===== src/rtl/instr_encoder_loader.sv =====
// Packs decoded RV32I field bundles into instruction words and streams them into IMEM.
// Two stages: stage1 captures the bundle, stage2 holds the range-checked encoded word until IMEM takes it.
module instr_encoder_loader #(
    parameter logic [31:0] ADDR_BASE = 32'h0000_0000,
    parameter int unsigned DEPTH     = 1024
) (
    input  logic        clk,
    input  logic        rst_n,
    input  logic        clear,
    input  logic        in_valid,
    output logic        in_ready,
    input  logic [2:0]  fmt,
    input  logic [6:0]  opcode,
    input  logic [2:0]  funct3,
    input  logic [6:0]  funct7,
    input  logic [4:0]  rd,
    input  logic [4:0]  rs1,
    input  logic [4:0]  rs2,
    input  logic [31:0] imm,
    output logic        imem_we,
    input  logic        imem_ready,
    output logic [31:0] imem_addr,
    output logic [31:0] imem_wdata,
    output logic        err_pulse,
    output logic [15:0] err_count,
    output logic [15:0] word_count,
    output logic        wrapped
);

    localparam logic [31:0] LAST_ADDR = ADDR_BASE + 32'(4 * (DEPTH - 1));
    localparam logic [15:0] CNT_MAX   = 16'hFFFF;

    logic        s1_full;
    logic        s2_full;
    logic [2:0]  s1_fmt;
    logic [6:0]  s1_op;
    logic [2:0]  s1_f3;
    logic [6:0]  s1_f7;
    logic [4:0]  s1_rd;
    logic [4:0]  s1_rs1;
    logic [4:0]  s1_rs2;
    logic [31:0] s1_imm;

    logic        s2_can_take;
    logic        accept;
    logic        transfer;
    logic        write_done;
    logic        legal;
    logic [31:0] word;
    logic signed [31:0] simm;

    assign s2_can_take = !s2_full || imem_ready;
    assign in_ready    = !s1_full || s2_can_take;
    assign accept      = in_valid && in_ready;
    assign transfer    = s1_full && s2_can_take;
    assign write_done  = s2_full && imem_ready;
    assign imem_we     = s2_full;
    assign simm        = $signed(s1_imm);

    // Field packing and immediate range check for the bundle sitting in stage1.
    always_comb begin
        word  = '0;
        legal = 1'b0;
        case (s1_fmt)
            3'd0: begin
                word  = {s1_f7, s1_rs2, s1_rs1, s1_f3, s1_rd, s1_op};
                legal = 1'b1;
            end
            3'd1: begin
                word  = {s1_imm[11:0], s1_rs1, s1_f3, s1_rd, s1_op};
                legal = (simm >= -32'sd2048) && (simm <= 32'sd2047);
            end
            3'd2: begin
                word  = {s1_imm[11:5], s1_rs2, s1_rs1, s1_f3, s1_imm[4:0], s1_op};
                legal = (simm >= -32'sd2048) && (simm <= 32'sd2047);
            end
            3'd3: begin
                word  = {s1_imm[12], s1_imm[10:5], s1_rs2, s1_rs1, s1_f3,
                         s1_imm[4:1], s1_imm[11], s1_op};
                legal = (simm >= -32'sd4096) && (simm <= 32'sd4094) && !s1_imm[0];
            end
            3'd4: begin
                word  = {s1_imm[31:12], s1_rd, s1_op};
                legal = (s1_imm[11:0] == 12'd0);
            end
            3'd5: begin
                word  = {s1_imm[20], s1_imm[10:1], s1_imm[11], s1_imm[19:12], s1_rd, s1_op};
                legal = (simm >= -32'sd1048576) && (simm <= 32'sd1048574) && !s1_imm[0];
            end
            default: begin
                word  = '0;
                legal = 1'b0;
            end
        endcase
    end

    // Stage1 field capture.
    always_ff @(posedge clk or negedge rst_n) begin
        if (!rst_n) begin
            s1_fmt <= '0;
            s1_op  <= '0;
            s1_f3  <= '0;
            s1_f7  <= '0;
            s1_rd  <= '0;
            s1_rs1 <= '0;
            s1_rs2 <= '0;
            s1_imm <= '0;
        end else if (accept) begin
            s1_fmt <= fmt;
            s1_op  <= opcode;
            s1_f3  <= funct3;
            s1_f7  <= funct7;
            s1_rd  <= rd;
            s1_rs1 <= rs1;
            s1_rs2 <= rs2;
            s1_imm <= imm;
        end
    end

    // Pipeline occupancy, write address, counters and flags; clear outranks everything.
    always_ff @(posedge clk or negedge rst_n) begin
        if (!rst_n) begin
            s1_full    <= 1'b0;
            s2_full    <= 1'b0;
            imem_addr  <= ADDR_BASE;
            imem_wdata <= '0;
            err_pulse  <= 1'b0;
            err_count  <= '0;
            word_count <= '0;
            wrapped    <= 1'b0;
        end else if (clear) begin
            s1_full    <= 1'b0;
            s2_full    <= 1'b0;
            imem_addr  <= ADDR_BASE;
            err_pulse  <= 1'b0;
            err_count  <= '0;
            word_count <= '0;
            wrapped    <= 1'b0;
        end else begin
            err_pulse <= transfer && !legal;
            if (transfer && !legal && err_count != CNT_MAX) begin
                err_count <= err_count + 16'd1;
            end

            if (accept) begin
                s1_full <= 1'b1;
            end else if (transfer) begin
                s1_full <= 1'b0;
            end

            if (transfer && legal) begin
                s2_full    <= 1'b1;
                imem_wdata <= word;
            end else if (write_done) begin
                s2_full <= 1'b0;
            end

            if (write_done) begin
                if (word_count != CNT_MAX) begin
                    word_count <= word_count + 16'd1;
                end
                if (imem_addr == LAST_ADDR) begin
                    imem_addr <= ADDR_BASE;
                    wrapped   <= 1'b1;
                end else begin
                    imem_addr <= imem_addr + 32'd4;
                end
            end
        end
    end

endmodule


===== config.mk =====
export PLATFORM = sky130hd
export DESIGN_NAME = instr_encoder_loader
export DESIGN_NICKNAME = d
export VERILOG_FILES = /design/src/rtl/instr_encoder_loader.sv
export SDC_FILE = /design/constraint.sdc
export NUM_CORES = 1
export LEC_CHECK = 0
export ABC_CLOCK_PERIOD_IN_PS = 2910
export CAP_MARGIN = 20
export CORE_UTILIZATION = 40
export DETAILED_ROUTE_END_ITERATION = 16
export GPL_TIMING_DRIVEN = 1
export PLACE_DENSITY = 0.65
export SLEW_MARGIN = 20
export SYNTH_ARGS = -nofsm -noshare
export SYNTH_HDL_FRONTEND = slang
export SYNTH_SLANG_ARGS = --single-unit

===== constraint.sdc =====
create_clock -name clk -period 2.91 [get_ports clk]
set_input_delay 0.4365 -clock clk [delete_from_list [all_inputs] [get_ports clk]]
set_output_delay 0.4365 -clock clk [all_outputs]
set_load 0.05 [all_outputs]

# After elaboration in Yosys (flattened, before gate mapping)
# Cells that the tools add are included.
dict set report classes {
  n_addsub 3
  magnitude_cmp 6
  eq_ne 8
  muxes 20
  bitwise_logic 1
  n_reduce_logical 29
}
# operator count
set op_table {}
lappend op_table {{one-hot mux 32 bit (6 select lines)} 1}
lappend op_table {{2-to-1 mux 32 bit} 3}
lappend op_table {{2-to-1 mux 16 bit} 5}
lappend op_table {{adder 16 x 1 -> 16 bit, second input constant} 2}
lappend op_table {{adder 32 x 3 -> 32 bit, second input constant} 1}
lappend op_table {{== test 32 x 12 -> 1 bit, second input constant} 1}
lappend op_table {{greater-or-equal comparator 32 x 12 -> 1 bit, second input constant} 1}
lappend op_table {{greater-or-equal comparator 32 x 13 -> 1 bit, second input constant} 1}
lappend op_table {{greater-or-equal comparator 32 x 21 -> 1 bit, second input constant} 1}
lappend op_table {{less-or-equal comparator 32 x 12 -> 1 bit, second input constant} 1}
lappend op_table {{less-or-equal comparator 32 x 13 -> 1 bit, second input constant} 1}
lappend op_table {{less-or-equal comparator 32 x 21 -> 1 bit, second input constant} 1}
lappend op_table {{inequality test 16 bit, second input constant} 2}
lappend op_table {{zero test 12 bit} 1}
lappend op_table {{logical AND 1 bit} 11}
lappend op_table {{2-to-1 mux 1 bit} 10}
lappend op_table {{nonzero test 2 bit} 4}
lappend op_table {{== test 3 x 2 -> 1 bit, second input constant} 2}
lappend op_table {{== test 3 bit, second input constant} 2}
lappend op_table {{AND reduction 2 bit} 3}
lappend op_table {{nonzero test 3 bit} 2}
lappend op_table {{one-hot mux 1 bit (5 select lines)} 1}
lappend op_table {{zero test 1 bit} 4}
lappend op_table {{== test 3 x 1 -> 1 bit, second input constant} 1}
lappend op_table {{4 further kinds} 5}
dict set report word_totals {
  regBits 167
  output_inout_bits 100
  word_cells 83
}

# Depth between registers and ports, before layout
# Gate-level depths: netlist of run 1.
dict set report logic_depth {
  ltp_word 9
  ltp_mapped 10
}

# Worst setup path before layout of run 1
# No wires, ideal clock.
dict set report synth_timing {
  path_kind {reg2reg}
  startpoint {register s2_full (netlist: imem_we)}
  endpoint {register s1_f3[0]}
  arrival_ns 2.542
  required_time_ns 2.785
  setup_slack_ns 0.244
  stages_incl_launch_ff 7
  path_buffers 2
  path_cell_list {dfrtp_1 nor2b_1 nand2_1 nand2_1 clkbuf_1 clkbuf_1 mux2_2}
}
dict set report synth_between {
  elab_chain_len 4
}
# item line_no
set synth_lines {}
lappend synth_lines {{start: declaration} 34} ;# logic s2_full;
lappend synth_lines {{start signal: assignment} 124} ;# s2_full <= 1'b0;
lappend synth_lines {{start signal: assignment} 133} ;# s2_full <= 1'b0;
lappend synth_lines {{start signal: assignment} 152} ;# s2_full <= 1'b1;
lappend synth_lines {{zero test 1 bit} 52} ;# assign s2_can_take = !s2_full || imem_ready;
lappend synth_lines {{logical OR 1 bit} 52}
lappend synth_lines {{logical OR 1 bit} 53} ;# assign in_ready = !s1_full || s2_can_take;
lappend synth_lines {{named net in_ready} 11} ;# output logic in_ready,
lappend synth_lines {{logical AND 1 bit} 54} ;# assign accept = in_valid && in_ready;
lappend synth_lines {{end signal: assignment} 111} ;# s1_f3 <= funct3;
lappend synth_lines {{end: declaration} 37} ;# logic [2:0] s1_f3;
# The timed path passes the listed nets, and every way through them passes these cells.
# A chain may end at the register's enable or synchronous reset.

# Final worst setup path of run 1
dict set report layout_timing {
  startpoint {register s1_imm[16]}
  endpoint {register imem_wdata[8]}
}
dict set report layout_between {
  elab_chain_len 6
  word_cells_on_any_way 14
}
# item line_no
set layout_lines {}
lappend layout_lines {{start: declaration} 42} ;# logic [31:0] s1_imm;
lappend layout_lines {{start signal: assignment} 116} ;# s1_imm <= imm;
lappend layout_lines {{greater-or-equal comparator 32 x 21 -> 1 bit, or another cell as far along} 88} ;# legal = (simm >= -32'sd1048576) && (simm <= 32'sd1048574) && !s1_imm[0];
lappend layout_lines {{logical AND 1 bit (on tied branches) (2 in series)} {88, 80}}
lappend layout_lines {{one-hot mux 1 bit (5 select lines) (*)} 64} ;# case (s1_fmt)
lappend layout_lines {{logical AND 1 bit (*)} 151} ;# if (transfer && legal) begin
lappend layout_lines {{AND reduction 2 bit (no line) (*)} -}
lappend layout_lines {{end signal: assignment} 153} ;# imem_wdata <= word;
lappend layout_lines {{end: declaration} 23} ;# output logic [31:0] imem_wdata,
# Mark *: on every way between the ends. The rest lies on a longest branch, timed or not.

==> results of run 1 <==
## cell usage after synthesis (21+ instances only)
| cell type | instances | area (um2) |
|---|---|---|
| inv_1 | 21 | 78.8 |
| clkbuf_1 | 25 | 93.8 |
| dfrtp_1 | 165 | 4130 |
| mux2_4 | 30 | 450 |
| nor2_1 | 72 | 270 |
| nand3_1 | 26 | 130 |
| xor2_1 | 24 | 210 |
| a21oi_1 | 26 | 130 |
| mux2_2 | 73 | 822 |
| nand2_1 | 52 | 195 |
| o21ai_0 | 43 | 215 |
| nand4_1 | 22 | 138 |
## metrics by stage
stage                     hold slack [ns]  power [mW]  instances  cell area [um2]
after floorplan                     0.141        3.80        737             8010
after global placement              0.364        4.43       1160            10100
after detailed placement            0.369        4.44       1160            10100
after CTS                           0.480        6.93       1190            10700
after global routing                0.514        7.13       1190            10700
final                               0.477        6.86       1190            10700
## cell families (layout without fill, tap and decap cells)
group,count (synthesis),after routing,share of synthesized area [%]
AND/OR/NAND/NOR,261,261,16.2
flip-flops,165,165,51.6
multiplexers,112,112,17.0
AO/OA/AOI/OAI,100,100,7.54
buffers and inverters,57,245,3.11
XOR/XNOR,37,37,4.05
adder cells (fa/ha/maj),3,3,0.469
other,1,2,0.0469
## final cells by class
class | instances | area (um2) | area share, %
Sequential cell | 165 | 4130 | 38.5
Multi-Input combinational cell | 515 | 3630 | 33.8
Timing Repair Buffer | 195 | 1930 | 18.0
Clock buffer | 20 | 457 | 4.25
Tap cell | 265 | 332 | 3.09
Clock inverter | 9 | 178 | 1.66
Inverter | 21 | 78.8 | 0.734
## layer usage
metal,vias to the layer above,global-route usage (%)
li1,2950,-
met1,3022,26.5
met2,184,30.9
met3,19,4.80
met4,0,7.11
met5,-,0
## worst max-delay path by stage
| stage | slack, ns | start | cells past startpoint | endpoint |
|---|---|---|---|---|
| 6_report | 0.18 | s1_imm[16]$_DFFE_PN0P_ | 8 | imem_wdata[8]$_DFFE_PN0P_ |
| 3_5_place_dp | 0.18 | s1_imm[16]$_DFFE_PN0P_ | 8 | imem_wdata[20]$_DFFE_PN0P_ |
| 4_1_cts | 0.15 | s1_imm[16]$_DFFE_PN0P_ | 8 | imem_wdata[20]$_DFFE_PN0P_ |
| 2_1_floorplan | 0.24 | imem_we$_DFFE_PN0P_ | 6 | s1_f3[0]$_DFFE_PN0P_ |
| 5_1_grt | 0.04 | s1_imm[16]$_DFFE_PN0P_ | 8 | imem_wdata[30]$_DFFE_PN0P_ |
| 3_3_place_gp | 0.20 | s1_imm[16]$_DFFE_PN0P_ | 8 | imem_wdata[4]$_DFFE_PN0P_ |
## registers in the layout, summed over array words and instances (netlist names)
signal and cells:
err_count 16, err_pulse 1, imem_addr 30, imem_wdata 32, imem_we 1, s1_f3 3, s1_f7 7, s1_fmt 3
s1_full 1, s1_imm 32, s1_op 7, s1_rd 5, s1_rs1 5, s1_rs2 5, word_count 16, wrapped 1
## repair_timing
item                                   in CTS  in global routing
setup endpoints to repair                   0                  0
hold buffers                                1                  0
endpoints found under the hold margin      35                  0
## power by group
part | switching, mW | total (mW) | internal [mW]
Clock | 0.909 | 2.46 | 1.55
Sequential | 0.224 | 2.77 | 2.55
Combinational | 0.918 | 1.63 | 0.714
==> results by group, run 1 <==
Synthesis
  – Synth Flop Type: dfrtp_1
  – Synth Area per Inst: 10.9 um2
  – Warnings from Yosys: 0
  – Synth Cell Area: 0.00800 mm2
  – Unique cell type count in the Yosys netlist: 50
  – Synth Register Bits: 165
  – Seq/Total Area, Yosys: 51.6%
  – EDFF count, synth: 0
  – Asr flop ratio synth: 100%
  – Post-Syn Instances: 736

Clock tree
  – Skew-Pair Late Insertion Delay: 0.42 ns
  – Clock transition at the registers of the reported paths: 0.06 ns
  – CTS Buf Count: 17
  – Clk buf depth: 2
  – Clk sinks: 165
  – TritonCTS clock tree: done
  – H-tree depth: 4
  – Postcts setup bufs: 0
  – CTS resizes: 0
  – Root buffer cell: clkbuf_16

Worst setup path
  – Crit start category: flop
  – Critical R2R Capture: imem_wdata[8]$_DFFE_PN0P_
  – R2R Setup Slk: 0.18 ns
  – Cell family with most CP delay: simple AND/OR/NAND/NOR gates
  – Crit-path max cell delay: 0.53 ns
  – Crit-path cells: or4_1 > nor2_1 > nand3b_1 > a31oi_2 > nand2_1 > a211o_2 > buf_4 > mux2_4
  – CP bufs+invs: 1
  – Worst setup path class: reg2reg
  – FF-to-FF path depth: 8
  – Critical-path top delay cell: or4_1
  – Required time worst endpoint: 3.22 ns
  – FF-to-FF Start: s1_imm[16]$_DFFE_PN0P_
  – Max FO, Critical Path: 22
  – Setup crit end kind: flop
  – WP data arrival: 3.04 ns

Route
  – DRT iter0 DRCs: 366
  – Post-DR vias/cell: 5.19
  – DRT Wirelength: 19.4 mm
  – Via count: 6175
  – Met3 WL: 1.24 mm
  – Met1 wire length: 8.81 mm
  – DR top layer: met4
  – First drt pass iteration count: 4
  – Residual antenna-violating net count after detailed routing: 0
  – Routed length per instance: 16.3 um
  – Number of remaining DRC errors: 0
  – Met2 wire len: 9.09 mm

Floorplanning
  – Die X: 143 um
  – Die Ht: 143 um
  – Initial core utilization: 41.0%
  – DIE AREA: 0.0206 mm2
  – Core area: 0.0195 mm2
  – Std cell rows: 51
  – I/O Pins: 172

Global routing
  – Largest net degree at the start of global routing: 68
  – Initial antenna violation count: 0
  – Vias in the first global route: 6019
  – Total track usage: 19.7%
  – First-pass GRT wire length: 31.2 mm
  – Total grt overflow: 0

Hold path
  – Hold WC Path Type: in2async

Timing
  – Max Freq: 366 MHz
  – Unrepaired setup endpoints after global routing: no
  – Hold Violations, Final: 0
  – Max_slew headroom: 61.3%
  – Min Tclk post-route: 2.73 ns
  – Final worst slack: 0.179 ns
  – Clock Skew: 0.00841 ns
  – TNS Setup: 0 ns
  – Pin slew with the least headroom to its limit: 0.579 ns
  – Slew Viols, Final: 0
  – Crit share post-route: 93.9%
  – Final setup viols: 0

Finish
  – Most frequent cells in the layout: clkdlybuf4s50_1 (168), dfrtp_1 (165), mux2_2 (73), nor2_1 (72), nand2_1 (51)
  – Fillers: 1775
  – Area growth syn-to-layout: 34.1%
  – Layout cell share with drive strength beyond 1: 18.1%
  – Nets: 990
  – Ant diodes: 0
  – Most common cell after layout, fill and taps aside: clkdlybuf4s50_1
  – Finished Core Util: 55.0%

Placed design
  – # port buffers: 169
  – Detailed Place HPWL: 14.0 mm
  – Pre-CTS setup slack: 0.176 ns
  – RD Place Congestion: 0.827

Job
  – Max-capacitance violation count: 0

Power
  – Leakage power: 4.57 nW
  – Power density over the cells: 640 mW/mm2
  – Peak supply drop: 491 uV

Outcome
  – Outcome: complete, no violations
Power figures use the tool's default switching activity.
==> inputs of run 2 (changes only) <==
--- a/config.mk
+++ b/config.mk
@@ -5,7 +5,6 @@
 export SDC_FILE = /design/constraint.sdc
 export NUM_CORES = 1
 export LEC_CHECK = 0
-export ABC_CLOCK_PERIOD_IN_PS = 2910
 export CAP_MARGIN = 20
 export CORE_UTILIZATION = 40
 export DETAILED_ROUTE_END_ITERATION = 16
==> results of run 2 <==
No change in the layout: final DEF, timing and power equal those of run 1.
